===== src/rtl/hazard_ctrl_pkg.sv =====
// ============================================================================
// Module  : hazard_ctrl_pkg
// Brief   : Shared constants, state encodings and helpers for hazard_ctrl.
// Revision: 1.0  initial release
// ============================================================================
`default_nettype none

package hazard_ctrl_pkg;

    localparam logic [6:0] c_OPC_LOAD   = 7'b0000011;

    localparam logic [1:0] c_ST_RUN     = 2'd0;
    localparam logic [1:0] c_ST_MEMWAIT = 2'd1;
    localparam logic [1:0] c_ST_KILL    = 2'd2;

    typedef struct packed {
        logic stall_IF;
        logic stall_ID;
        logic stall_X;
        logic bubble_X;
        logic kill_ID;
        logic pc_redirect;
    } ctrl_t;

    // A load in X whose non-x0 destination feeds a source ID really reads.
    function automatic logic is_load_use(
        input logic [6:0] opcode_X,
        input logic       rf_wen_X,
        input logic [4:0] rd_X,
        input logic [4:0] rs1_ID,
        input logic [4:0] rs2_ID,
        input logic       use_rs1_ID,
        input logic       use_rs2_ID
    );
        return (opcode_X == c_OPC_LOAD) && rf_wen_X && (rd_X != 5'd0) &&
               ((use_rs1_ID && (rd_X == rs1_ID)) ||
                (use_rs2_ID && (rd_X == rs2_ID)));
    endfunction

endpackage

`default_nettype wire


===== src/rtl/hazard_ctrl_if.sv =====
// ============================================================================
// Module  : hazard_ctrl_if
// Brief   : Pipeline-side signal bundle between the core stages and hazard_ctrl.
// Revision: 1.0  initial release
// ============================================================================
`default_nettype none

interface hazard_ctrl_if #(
    parameter int CNT_W = 32
);
    logic [6:0]       opcode_X;
    logic             rf_wen_X;
    logic [4:0]       rd_X;
    logic [4:0]       rs1_ID;
    logic [4:0]       rs2_ID;
    logic             use_rs1_ID;
    logic             use_rs2_ID;
    logic             br_taken_X;
    logic             jump_X;
    logic             mem_req_X;
    logic             mem_ready;
    logic             cnt_clr;

    logic             stall_IF;
    logic             stall_ID;
    logic             stall_X;
    logic             bubble_X;
    logic             kill_ID;
    logic             pc_redirect;
    logic [CNT_W-1:0] stall_cnt;
    logic [CNT_W-1:0] flush_cnt;

    modport master (
        output opcode_X, rf_wen_X, rd_X, rs1_ID, rs2_ID, use_rs1_ID, use_rs2_ID,
               br_taken_X, jump_X, mem_req_X, mem_ready, cnt_clr,
        input  stall_IF, stall_ID, stall_X, bubble_X, kill_ID, pc_redirect,
               stall_cnt, flush_cnt
    );

    modport slave (
        input  opcode_X, rf_wen_X, rd_X, rs1_ID, rs2_ID, use_rs1_ID, use_rs2_ID,
               br_taken_X, jump_X, mem_req_X, mem_ready, cnt_clr,
        output stall_IF, stall_ID, stall_X, bubble_X, kill_ID, pc_redirect,
               stall_cnt, flush_cnt
    );

endinterface

`default_nettype wire


===== src/rtl/hazard_ctrl_perf_counter.sv =====
// ============================================================================
// Module  : hazard_ctrl_perf_counter
// Brief   : Wrapping event counter with synchronous clear (clear beats increment).
// Revision: 1.0  initial release
// ============================================================================
`default_nettype none

module hazard_ctrl_perf_counter #(
    parameter int CNT_W = 32
) (
    input  logic             clk,
    input  logic             rst_n,
    input  logic             i_inc,
    input  logic             i_clr,
    output logic [CNT_W-1:0] o_cnt
);

    logic [CNT_W-1:0] r_cnt;

    always_ff @(posedge clk or negedge rst_n) begin
        if (!rst_n) begin
            r_cnt <= '0;
        end else if (i_clr) begin
            r_cnt <= '0;
        end else if (i_inc) begin
            r_cnt <= r_cnt + 1'b1;
        end
    end

    assign o_cnt = r_cnt;

endmodule

`default_nettype wire


===== src/rtl/hazard_ctrl.sv =====
// ============================================================================
// Module  : hazard_ctrl
// Brief   : 3-stage pipe sequencer: load-use interlock, memory wait, redirect kill.
// Revision: 1.0  initial release
// ============================================================================
`default_nettype none

module hazard_ctrl
    import hazard_ctrl_pkg::*;
#(
    parameter int KILL_CYC = 1,
    parameter int CNT_W    = 32
) (
    input  logic          clk,
    input  logic          rst_n,
    hazard_ctrl_if.slave  hz
);

    localparam logic [1:0] c_KILL_RELOAD = 2'(KILL_CYC - 1);

    logic [1:0]       r_state;
    logic [1:0]       w_state_nxt;
    logic [1:0]       r_kcnt;
    logic [1:0]       w_kcnt_nxt;
    ctrl_t            w_ctrl;
    logic             w_load_use;
    logic             w_redir;
    logic             w_mem_wait;
    logic             w_stall_IF;
    logic             w_kill_ID;
    logic [CNT_W-1:0] w_stall_cnt;
    logic [CNT_W-1:0] w_flush_cnt;

    assign w_load_use = is_load_use(hz.opcode_X, hz.rf_wen_X, hz.rd_X,
                                    hz.rs1_ID, hz.rs2_ID,
                                    hz.use_rs1_ID, hz.use_rs2_ID);
    assign w_redir    = hz.br_taken_X | hz.jump_X;
    assign w_mem_wait = hz.mem_req_X & ~hz.mem_ready;

    always_comb begin
        w_ctrl      = '0;
        w_state_nxt = r_state;
        w_kcnt_nxt  = r_kcnt;
        case (r_state)
            c_ST_RUN: begin
                if (w_mem_wait) begin
                    w_ctrl.stall_IF = 1'b1;
                    w_ctrl.stall_ID = 1'b1;
                    w_ctrl.stall_X  = 1'b1;
                    w_state_nxt     = c_ST_MEMWAIT;
                end else if (w_redir) begin
                    // ID holds a wrong-path instruction, so any load-use on it is moot.
                    w_ctrl.pc_redirect = 1'b1;
                    w_ctrl.kill_ID     = 1'b1;
                    if (KILL_CYC > 1) begin
                        w_state_nxt = c_ST_KILL;
                        w_kcnt_nxt  = c_KILL_RELOAD;
                    end
                end else if (w_load_use) begin
                    w_ctrl.stall_IF = 1'b1;
                    w_ctrl.stall_ID = 1'b1;
                    w_ctrl.bubble_X = 1'b1;
                end
            end
            c_ST_MEMWAIT: begin
                if (!hz.mem_ready) begin
                    w_ctrl.stall_IF = 1'b1;
                    w_ctrl.stall_ID = 1'b1;
                    w_ctrl.stall_X  = 1'b1;
                end else begin
                    w_state_nxt = c_ST_RUN;
                end
            end
            c_ST_KILL: begin
                w_ctrl.kill_ID = 1'b1;
                if (w_redir) begin
                    w_ctrl.pc_redirect = 1'b1;
                    w_kcnt_nxt         = c_KILL_RELOAD;
                end else if (r_kcnt <= 2'd1) begin
                    w_kcnt_nxt  = 2'd0;
                    w_state_nxt = c_ST_RUN;
                end else begin
                    w_kcnt_nxt = r_kcnt - 2'd1;
                end
            end
            default: begin
                w_state_nxt = c_ST_RUN;
                w_kcnt_nxt  = 2'd0;
            end
        endcase
    end

    always_ff @(posedge clk or negedge rst_n) begin
        if (!rst_n) begin
            r_state <= c_ST_RUN;
            r_kcnt  <= 2'd0;
        end else begin
            r_state <= w_state_nxt;
            r_kcnt  <= w_kcnt_nxt;
        end
    end

    // Outputs are forced low for the whole time reset is asserted.
    assign w_stall_IF     = w_ctrl.stall_IF & rst_n;
    assign w_kill_ID      = w_ctrl.kill_ID  & rst_n;
    assign hz.stall_IF    = w_stall_IF;
    assign hz.stall_ID    = w_ctrl.stall_ID    & rst_n;
    assign hz.stall_X     = w_ctrl.stall_X     & rst_n;
    assign hz.bubble_X    = w_ctrl.bubble_X    & rst_n;
    assign hz.kill_ID     = w_kill_ID;
    assign hz.pc_redirect = w_ctrl.pc_redirect & rst_n;

    hazard_ctrl_perf_counter #(
        .CNT_W (CNT_W)
    ) u_stall_cnt (
        .clk   (clk),
        .rst_n (rst_n),
        .i_inc (w_stall_IF),
        .i_clr (hz.cnt_clr),
        .o_cnt (w_stall_cnt)
    );

    hazard_ctrl_perf_counter #(
        .CNT_W (CNT_W)
    ) u_flush_cnt (
        .clk   (clk),
        .rst_n (rst_n),
        .i_inc (w_kill_ID),
        .i_clr (hz.cnt_clr),
        .o_cnt (w_flush_cnt)
    );

    assign hz.stall_cnt = w_stall_cnt;
    assign hz.flush_cnt = w_flush_cnt;

endmodule

`default_nettype wire


===== src/flat_wrapper.sv =====
// flat-port wrapper written by rule: the top's interface ports become plain ports
module hazard_ctrl_flat import hazard_ctrl_pkg::*;
#(
    parameter int KILL_CYC = 1,
    parameter int CNT_W    = 32
)
  (clk, rst_n, hz_opcode_X, hz_rf_wen_X, hz_rd_X, hz_rs1_ID, hz_rs2_ID, hz_use_rs1_ID, hz_use_rs2_ID, hz_br_taken_X, hz_jump_X, hz_mem_req_X, hz_mem_ready, hz_cnt_clr, hz_stall_IF, hz_stall_ID, hz_stall_X, hz_bubble_X, hz_kill_ID, hz_pc_redirect, hz_stall_cnt, hz_flush_cnt);
  hazard_ctrl_if #(.CNT_W(CNT_W)) hz_i ();
  input  logic clk;
  input  logic rst_n;
  input wire logic [$bits(hz_i.opcode_X)-1:0] hz_opcode_X;
  input wire logic [$bits(hz_i.rf_wen_X)-1:0] hz_rf_wen_X;
  input wire logic [$bits(hz_i.rd_X)-1:0] hz_rd_X;
  input wire logic [$bits(hz_i.rs1_ID)-1:0] hz_rs1_ID;
  input wire logic [$bits(hz_i.rs2_ID)-1:0] hz_rs2_ID;
  input wire logic [$bits(hz_i.use_rs1_ID)-1:0] hz_use_rs1_ID;
  input wire logic [$bits(hz_i.use_rs2_ID)-1:0] hz_use_rs2_ID;
  input wire logic [$bits(hz_i.br_taken_X)-1:0] hz_br_taken_X;
  input wire logic [$bits(hz_i.jump_X)-1:0] hz_jump_X;
  input wire logic [$bits(hz_i.mem_req_X)-1:0] hz_mem_req_X;
  input wire logic [$bits(hz_i.mem_ready)-1:0] hz_mem_ready;
  input wire logic [$bits(hz_i.cnt_clr)-1:0] hz_cnt_clr;
  output wire logic [$bits(hz_i.stall_IF)-1:0] hz_stall_IF;
  output wire logic [$bits(hz_i.stall_ID)-1:0] hz_stall_ID;
  output wire logic [$bits(hz_i.stall_X)-1:0] hz_stall_X;
  output wire logic [$bits(hz_i.bubble_X)-1:0] hz_bubble_X;
  output wire logic [$bits(hz_i.kill_ID)-1:0] hz_kill_ID;
  output wire logic [$bits(hz_i.pc_redirect)-1:0] hz_pc_redirect;
  output wire logic [$bits(hz_i.stall_cnt)-1:0] hz_stall_cnt;
  output wire logic [$bits(hz_i.flush_cnt)-1:0] hz_flush_cnt;
  assign hz_i.opcode_X = hz_opcode_X;
  assign hz_i.rf_wen_X = hz_rf_wen_X;
  assign hz_i.rd_X = hz_rd_X;
  assign hz_i.rs1_ID = hz_rs1_ID;
  assign hz_i.rs2_ID = hz_rs2_ID;
  assign hz_i.use_rs1_ID = hz_use_rs1_ID;
  assign hz_i.use_rs2_ID = hz_use_rs2_ID;
  assign hz_i.br_taken_X = hz_br_taken_X;
  assign hz_i.jump_X = hz_jump_X;
  assign hz_i.mem_req_X = hz_mem_req_X;
  assign hz_i.mem_ready = hz_mem_ready;
  assign hz_i.cnt_clr = hz_cnt_clr;
  assign hz_stall_IF = hz_i.stall_IF;
  assign hz_stall_ID = hz_i.stall_ID;
  assign hz_stall_X = hz_i.stall_X;
  assign hz_bubble_X = hz_i.bubble_X;
  assign hz_kill_ID = hz_i.kill_ID;
  assign hz_pc_redirect = hz_i.pc_redirect;
  assign hz_stall_cnt = hz_i.stall_cnt;
  assign hz_flush_cnt = hz_i.flush_cnt;
  hazard_ctrl #(.KILL_CYC(KILL_CYC), .CNT_W(CNT_W)) u_core (.clk(clk), .rst_n(rst_n), .hz(hz_i));
endmodule

===== config.mk =====
export PLATFORM = sky130hd
export DESIGN_NAME = hazard_ctrl_flat
export DESIGN_NICKNAME = d
export VERILOG_FILES = /design/src/rtl/hazard_ctrl_pkg.sv /design/src/rtl/hazard_ctrl_if.sv /design/src/rtl/hazard_ctrl_perf_counter.sv /design/src/rtl/hazard_ctrl.sv /design/src/flat_wrapper.sv
export SDC_FILE = /design/constraint.sdc
export NUM_CORES = 1
export LEC_CHECK = 0
export CAP_MARGIN = 10
export CORE_MARGIN = 2
export CORE_UTILIZATION = 52
export DETAILED_ROUTE_END_ITERATION = 12
export GPL_TIMING_DRIVEN = 0
export PLACE_DENSITY_LB_ADDON = 0.08
export SETUP_SLACK_MARGIN = 0.4
export SYNTH_ARGS = -nofsm -noshare
export SYNTH_HDL_FRONTEND = slang
export SYNTH_SLANG_ARGS = --single-unit

===== constraint.sdc =====
create_clock -name clk -period 5.4 [get_ports clk]
set_input_delay 0.81 -clock clk [delete_from_list [all_inputs] [get_ports clk]]
set_output_delay 0.81 -clock clk [all_outputs]
set_load 0.005 [all_outputs]

# After elaboration in Yosys (flattened, before gate mapping)
# Cells that the tools add are included.
[totals]
ff_bits = 68
latch_bits = 0
mem_bits_rw = 0
rom_bits = 0
input_bits = 32
output_inout_bits = 70
elab_cells = 63
mem_count = 0
[op_classes]
add_sub_neg = 3
n_mul = 0
n_div = 0
order_cmp = 1
eq_ne = 9
shifts = 0
mux = 25
n_bitwise = 9
reduce_logical = 12
[op_table]
columns = ["cell", "count"]
rows = [
  ["2-to-1 mux 32 bit", 4],
  ["adder 32 x 1 -> 32 bit, second input constant", 2],
  ["2-to-1 mux 2 bit", 10],
  ["== test 5 bit", 2],
  ["case mux 2 bit (2 select lines)", 2],
  ["bitwise AND 1 bit", 7],
  ["== test 7 x 2 -> 1 bit, second input constant", 1],
  ["2-to-1 mux 3 bit", 2],
  ["case mux 2 bit (3 select lines)", 1],
  ["case mux 3 bit (2 select lines)", 1],
  ["logical AND 1 bit", 5],
  ["2-to-1 mux 1 bit", 5],
  ["nonzero test 5 bit", 1],
  ["inequality test 2 x 1 -> 1 bit, second input constant", 2],
  ["inequality test 2 bit, second input constant", 2],
  ["AND reduction 4 bit", 1],
  ["nonzero test 2 bit", 2],
  ["== test 2 x 1 -> 1 bit, second input constant", 1],
  ["== test 2 bit, second input constant", 1],
  ["<= comparator 2 x 1 -> 1 bit, second input constant", 1],
  ["logical NOT 2 bit", 1],
  ["OR reduction 2 bit", 1],
  ["subtractor 2 x 1 -> 2 bit, second input constant", 1],
  ["logical OR 1 bit", 1],
  ["2 further kinds", 2],
]

# Logic depth before layout (Yosys ltp)
[logic_depth]
word_depth = 11
mapped_depth = 8
mapped_depth_nobuf = 6

# Modules after synthesis
# From an unflattened synthesis, not the netlist that was laid out.
[unflattened]
hier_cells = 385
hier_area_um2 = 3626.0
[by_module_without_submodules]
columns = ["mod", "instances", "cells_per_inst", "area_each_um2"]
rows = [
  ["hazard_ctrl_perf_counter", 2, 176, 1680.4],
  ["hazard_ctrl", 1, 33, 265.3],
]

# Least setup slack after synthesis
# OpenSTA, ideal clock, no wires.
[synth_path]
path_kind = "input-to-output"
startpoint = "in hz_rd_X[0]"
endpoint = "out hz_stall_IF"
arrival_ns = 2.220
path_slack_ns = 2.370
cell_stages = 8
n_path_buf = 3
path_cell_list = "or4_1 -> nor2_2 -> nor2_1 -> a31oi_2 -> buf_4 -> buf_6 -> inv_1 -> buf_4"
[synth_between]
elab_chain_len = 9
word_cells_on_any_way = 13
cone_classes = "2 x eq/ne; 4 x mux; 1 x bitwise; 6 x reduce/logical"
[synth_lines]
columns = ["element", "line", "text"]
rows = [
  ["start, declared", "flat_wrapper.sv:13", "input wire logic [$bits(hz_i.rd_X)-1:0] hz_rd_X;"],
  ["== test 5 bit (on tied branches)", "hazard_ctrl_pkg.sv:36, hazard_ctrl_pkg.sv:37", ""],
  ["logical AND 1 bit (on tied branches)", "hazard_ctrl_pkg.sv:36, hazard_ctrl_pkg.sv:37", ""],
  ["logical OR 1 bit", "hazard_ctrl_pkg.sv:36", "((use_rs1_ID && (rd_X == rs1_ID)) ||"],
  ["logical AND 1 bit *", "hazard_ctrl_pkg.sv:35", "return (opcode_X == c_OPC_LOAD) && rf_wen_X && (rd_X != 5'd0) &&"],
  ["2-to-1 mux 2 bit *", "hazard_ctrl.sv:59", "end else if (w_load_use) begin"],
  ["2-to-1 mux 2 bit *", "hazard_ctrl.sv:51", "end else if (w_redir) begin"],
  ["2-to-1 mux 2 bit *", "hazard_ctrl.sv:46", "if (w_mem_wait) begin"],
  ["case mux 3 bit (2 select lines) *", "hazard_ctrl.sv:44", "case (r_state)"],
  ["bitwise AND 1 bit *", "hazard_ctrl.sv:104", "assign w_stall_IF = w_ctrl.stall_IF & rst_n;"],
  ["end, declared", "flat_wrapper.sv:23", "output wire logic [$bits(hz_i.stall_IF)-1:0] hz_stall_IF;"],
]
# Mark *: on every way between the ends. The rest lies on a longest branch, timed or not.

# Worst setup path in the final report
[layout_path]
startpoint = "in hz_rd_X[3]"
endpoint = "out hz_stall_IF"
# Same word-level chain as after synthesis.

==> metrics.cfg <==
[status]
status = finished clean

[floorplan]
start_util = 0.5357
die-area_um2 = 7685
rows = 30
io-pin-count = 102
die_w_um = 87.67
dieHeight_um = 87.67
core_area_um2 = 6794

[clock_network]
cts_hold_buf = 0
clk_pin_slew_ns = 0.08
cts_buffers = 9
root_buffer = clkbuf_8
clock_latency_ns = 0.34
cts_tree = yes
postCtsResizedCells = 0
cts_max_level = 3
post_cts_buffers = 0
clock_sinks = 65
cts_max_path_buffers = 2

[critical_path]
rr_endpoint = u_core.u_stall_cnt.o_cnt[27]$_DFFE_PN0P_
crit_type = in -> out
reg2reg_slack_ns = 3.08
crit_family = buffers and inverters
start_kind = input port
endpoint = hz_stall_IF
worst-path-stages = 10
r2r_start = u_core.u_stall_cnt.o_cnt[6]$_DFFE_PN0P_
required_ns = 4.59
crit_slowest_cell = or4_1
ff2ff_path_depth = 6
cp_cell_sequence = clkdlybuf4s50_1 -> or4_1 -> nor2_2 -> nor2_1 -> a31oi_2 -> buf_4 -> buf_6 -> inv_1 -> buf_4 -> clkdlybuf4s50_1
cp_max_fo = 10
arrival_ns = 3.32
slowest_delay_ns = 0.55
crit_buf_inv = 6
end_kind = output pin
crit_start = hz_rd_X[3]

[yosys]
syn_avg_cell_area_um2 = 9.261
synth_top_cell_area_share = 0.4469
ys_ff_latch = 65
netlist_top_cells_area = dfrtp_1 45%, xnor2_1 5.5%, a21oi_1 4.5%, nor2_1 4.0%, xor2_1 3.4%
syn-cell-area_um2 = 3640
synth_ff_type = dfrtp_1
synth_commonest_cells = 65 x dfrtp_1, 39 x nor2_1, 33 x a21oi_1, 28 x nand2_1, 23 x xnor2_1
yosys_warnings = 0
yosysMostFrequentCell = dfrtp_1
synthCells = 393
ys_seq_area_frac = 0.4469
yosysTopAreaCell = dfrtp_1
synth_nets = 427
synth_edf_count = 0
ys_async_sr_fraction = 1.000
synth.distinct_cells = 45

[grt]
grt_pass1_vias = 3321
overflow = 0
grt_usage = 0.2543
grt_pass1_wl_um = 15510
antenna_found_initial = 0
grt_max_degree = 69

[power_and_ir_drop]
pwr-share-comb = 0.085
irDropWorstVdd_mv = 0.1208
p_seq_frac = 0.517
leakagePower_nw = 1.847
clkPwrFrac = 0.398
powerDensity_nw_per_um2 = 192.4
switchingPower_uw = 243.4
intPower_uw = 708.3
switching_share = 0.2557

[timing]
max_slew_margin = 0.4151
min_period_ns = 4.134
rsz0062_at_grt = no
clock_skew_ns = 0.01660
tightest_slew_ns = 0.8774
fin_crit_sh = 0.7655
fmax_mhz = 241.9
drv_slew = 0
setup_viol = 0
final.setup.worst_slack_ns = 1.266
hold_viol = 0

[finish]
layout.nets = 539
drive_above_1_share = 0.07059
postLayoutCellArea_um2 = 4947
area_growth_pct = 35.92
diodes = 0

[placement]
place_congestion = 0.8725
hpwl_um = 6618
pre_cts_slack_ns = 1.243
place_area_um2 = 4768
portBuffers = 101

[route]
drt_iter0_drc = 237
ant_nets = 0
detail_route.first_pass.iterations = 5
via_count = 3455
avgViaCountPerCell = 5.701
routed_wl_um = 9427
drc = 0
avgRoutedWirePerCell_um = 15.56

[hold_path]
holdCritStartpoint = u_core.u_flush_cnt.o_cnt[31]$_DFFE_PN0P_
hold_depth = 2
hold_path.class = reg -> reg

[job]
cap_violations = 0

## cells by family (layout without fill, tap and decap cells)
family,count (synthesis),after routing,synth area share
muxes,4,4,0.01169
xor gates and xnor gates,37,37,0.08903
AOI/OAI and AO/OA,75,75,0.1258
DFF,65,65,0.4469
and+or+nand+nor,179,179,0.2809
adders and majority gates,2,2,0.006874
buffers and inverters,31,148,0.03885
## sequential cells by signal, indices dropped and copies added (netlist names)
signal,count
u_core.r_state,1
u_core.u_stall_cnt.o_cnt,32
u_core.u_flush_cnt.o_cnt,32
## layout make-up
class	instances	area, um2
plain buffers	18	92.59
clock buffers	10	137.6
clock inverters	6	41.29
fillers	545	1847
inverters	13	48.80
multi-input cells	297	1872
flip-flops and latches	65	1627
well taps	96	120.1
repair buffers	101	1008
## tightest hold or removal path: stages (launching register included)
cell and delay, ns:
dfrtp_1 0.36, xor2_1 0.07, nor2_1 0.08
## cells in the final DEF (no fill, tap or decap), types with 2 or more instances in the layout
| master | count |
|---|---|
| or3_1 | 16 |
| a21oi_1 | 33 |
| clkbuf_1 | 11 |
| dfrtp_1 | 65 |
| clkbuf_8 | 10 |
| clkinvlp_4 | 3 |
| mux2_1 | 2 |
| or4_1 | 13 |
| xor2_1 | 14 |
| nand4_1 | 12 |
| buf_2 | 2 |
| nor2_1 | 39 |
| o21ai_0 | 16 |
| o21ai_1 | 2 |
| and2_1 | 7 |
| xnor2_1 | 23 |
| o41ai_1 | 4 |
| nor3_1 | 8 |
| nor4_1 | 2 |
| clkdlybuf4s50_1 | 100 |
| and3_1 | 7 |
| clkinv_2 | 2 |
| nor2b_1 | 6 |
| nand4_2 | 2 |
| nand3_1 | 19 |
| and4_1 | 7 |
| ha_1 | 2 |
| or4b_1 | 3 |
| nand2_1 | 28 |
| buf_4 | 5 |
| mux2i_1 | 2 |
| nor4_2 | 2 |
| o2111ai_1 | 3 |
| o31ai_1 | 12 |
| inv_1 | 13 |
## worst min path at each step
stage                                               end  slack, ns
2_1_floorplan             u_core.r_state[0]$_DFFE_PN0P_       0.50
3_3_place_gp              u_core.r_state[0]$_DFFE_PN0P_       0.52
3_5_place_dp              u_core.r_state[0]$_DFFE_PN0P_       0.53
4_1_cts                   u_core.r_state[0]$_DFFE_PN0P_       0.55
5_1_grt                   u_core.r_state[0]$_DFFE_PN0P_       0.57
6_report       u_core.u_flush_cnt.o_cnt[31]$_DFFE_PN0P_       0.55
## layer usage
| layer | up-vias | wire length (um) | track usage |
|---|---|---|---|
| met5 | - | 0 | 0 |
| met4 | 0 | 110 | 0.07552 |
| met3 | 9 | 711 | 0.05938 |
| met2 | 135 | 4430 | 0.4084 |
| met1 | 1657 | 4174 | 0.3450 |
| li1 | 1654 | - | - |
## metrics by stage
step	util	hold slack (ns)	total power [mW]	instances	setup TNS [ns]
2_1_floorplan	-	0.4978	0.5316	393	0
3_3_place_gp	0.7022	0.5172	0.5826	590	-2.164
3_5_place_dp	0.7018	0.5269	0.5832	590	0
4_1_cts	0.7282	0.5492	0.9565	606	0
5_1_grt	0.7282	0.5737	0.9810	606	0
6_report	0.7282	0.5513	0.9517	606	0
## power groups by stage
stage	clock network, mW	logic [mW]	registers [mW]
after floorplan	0	0.0308	0.501
after global placement	0	0.0813	0.501
after detailed placement	0	0.0820	0.501
after CTS	0.383	0.0822	0.492
after global routing	0.400	0.0883	0.492
final	0.379	0.0807	0.492
Note: power is estimated with default switching activity, not from simulation.
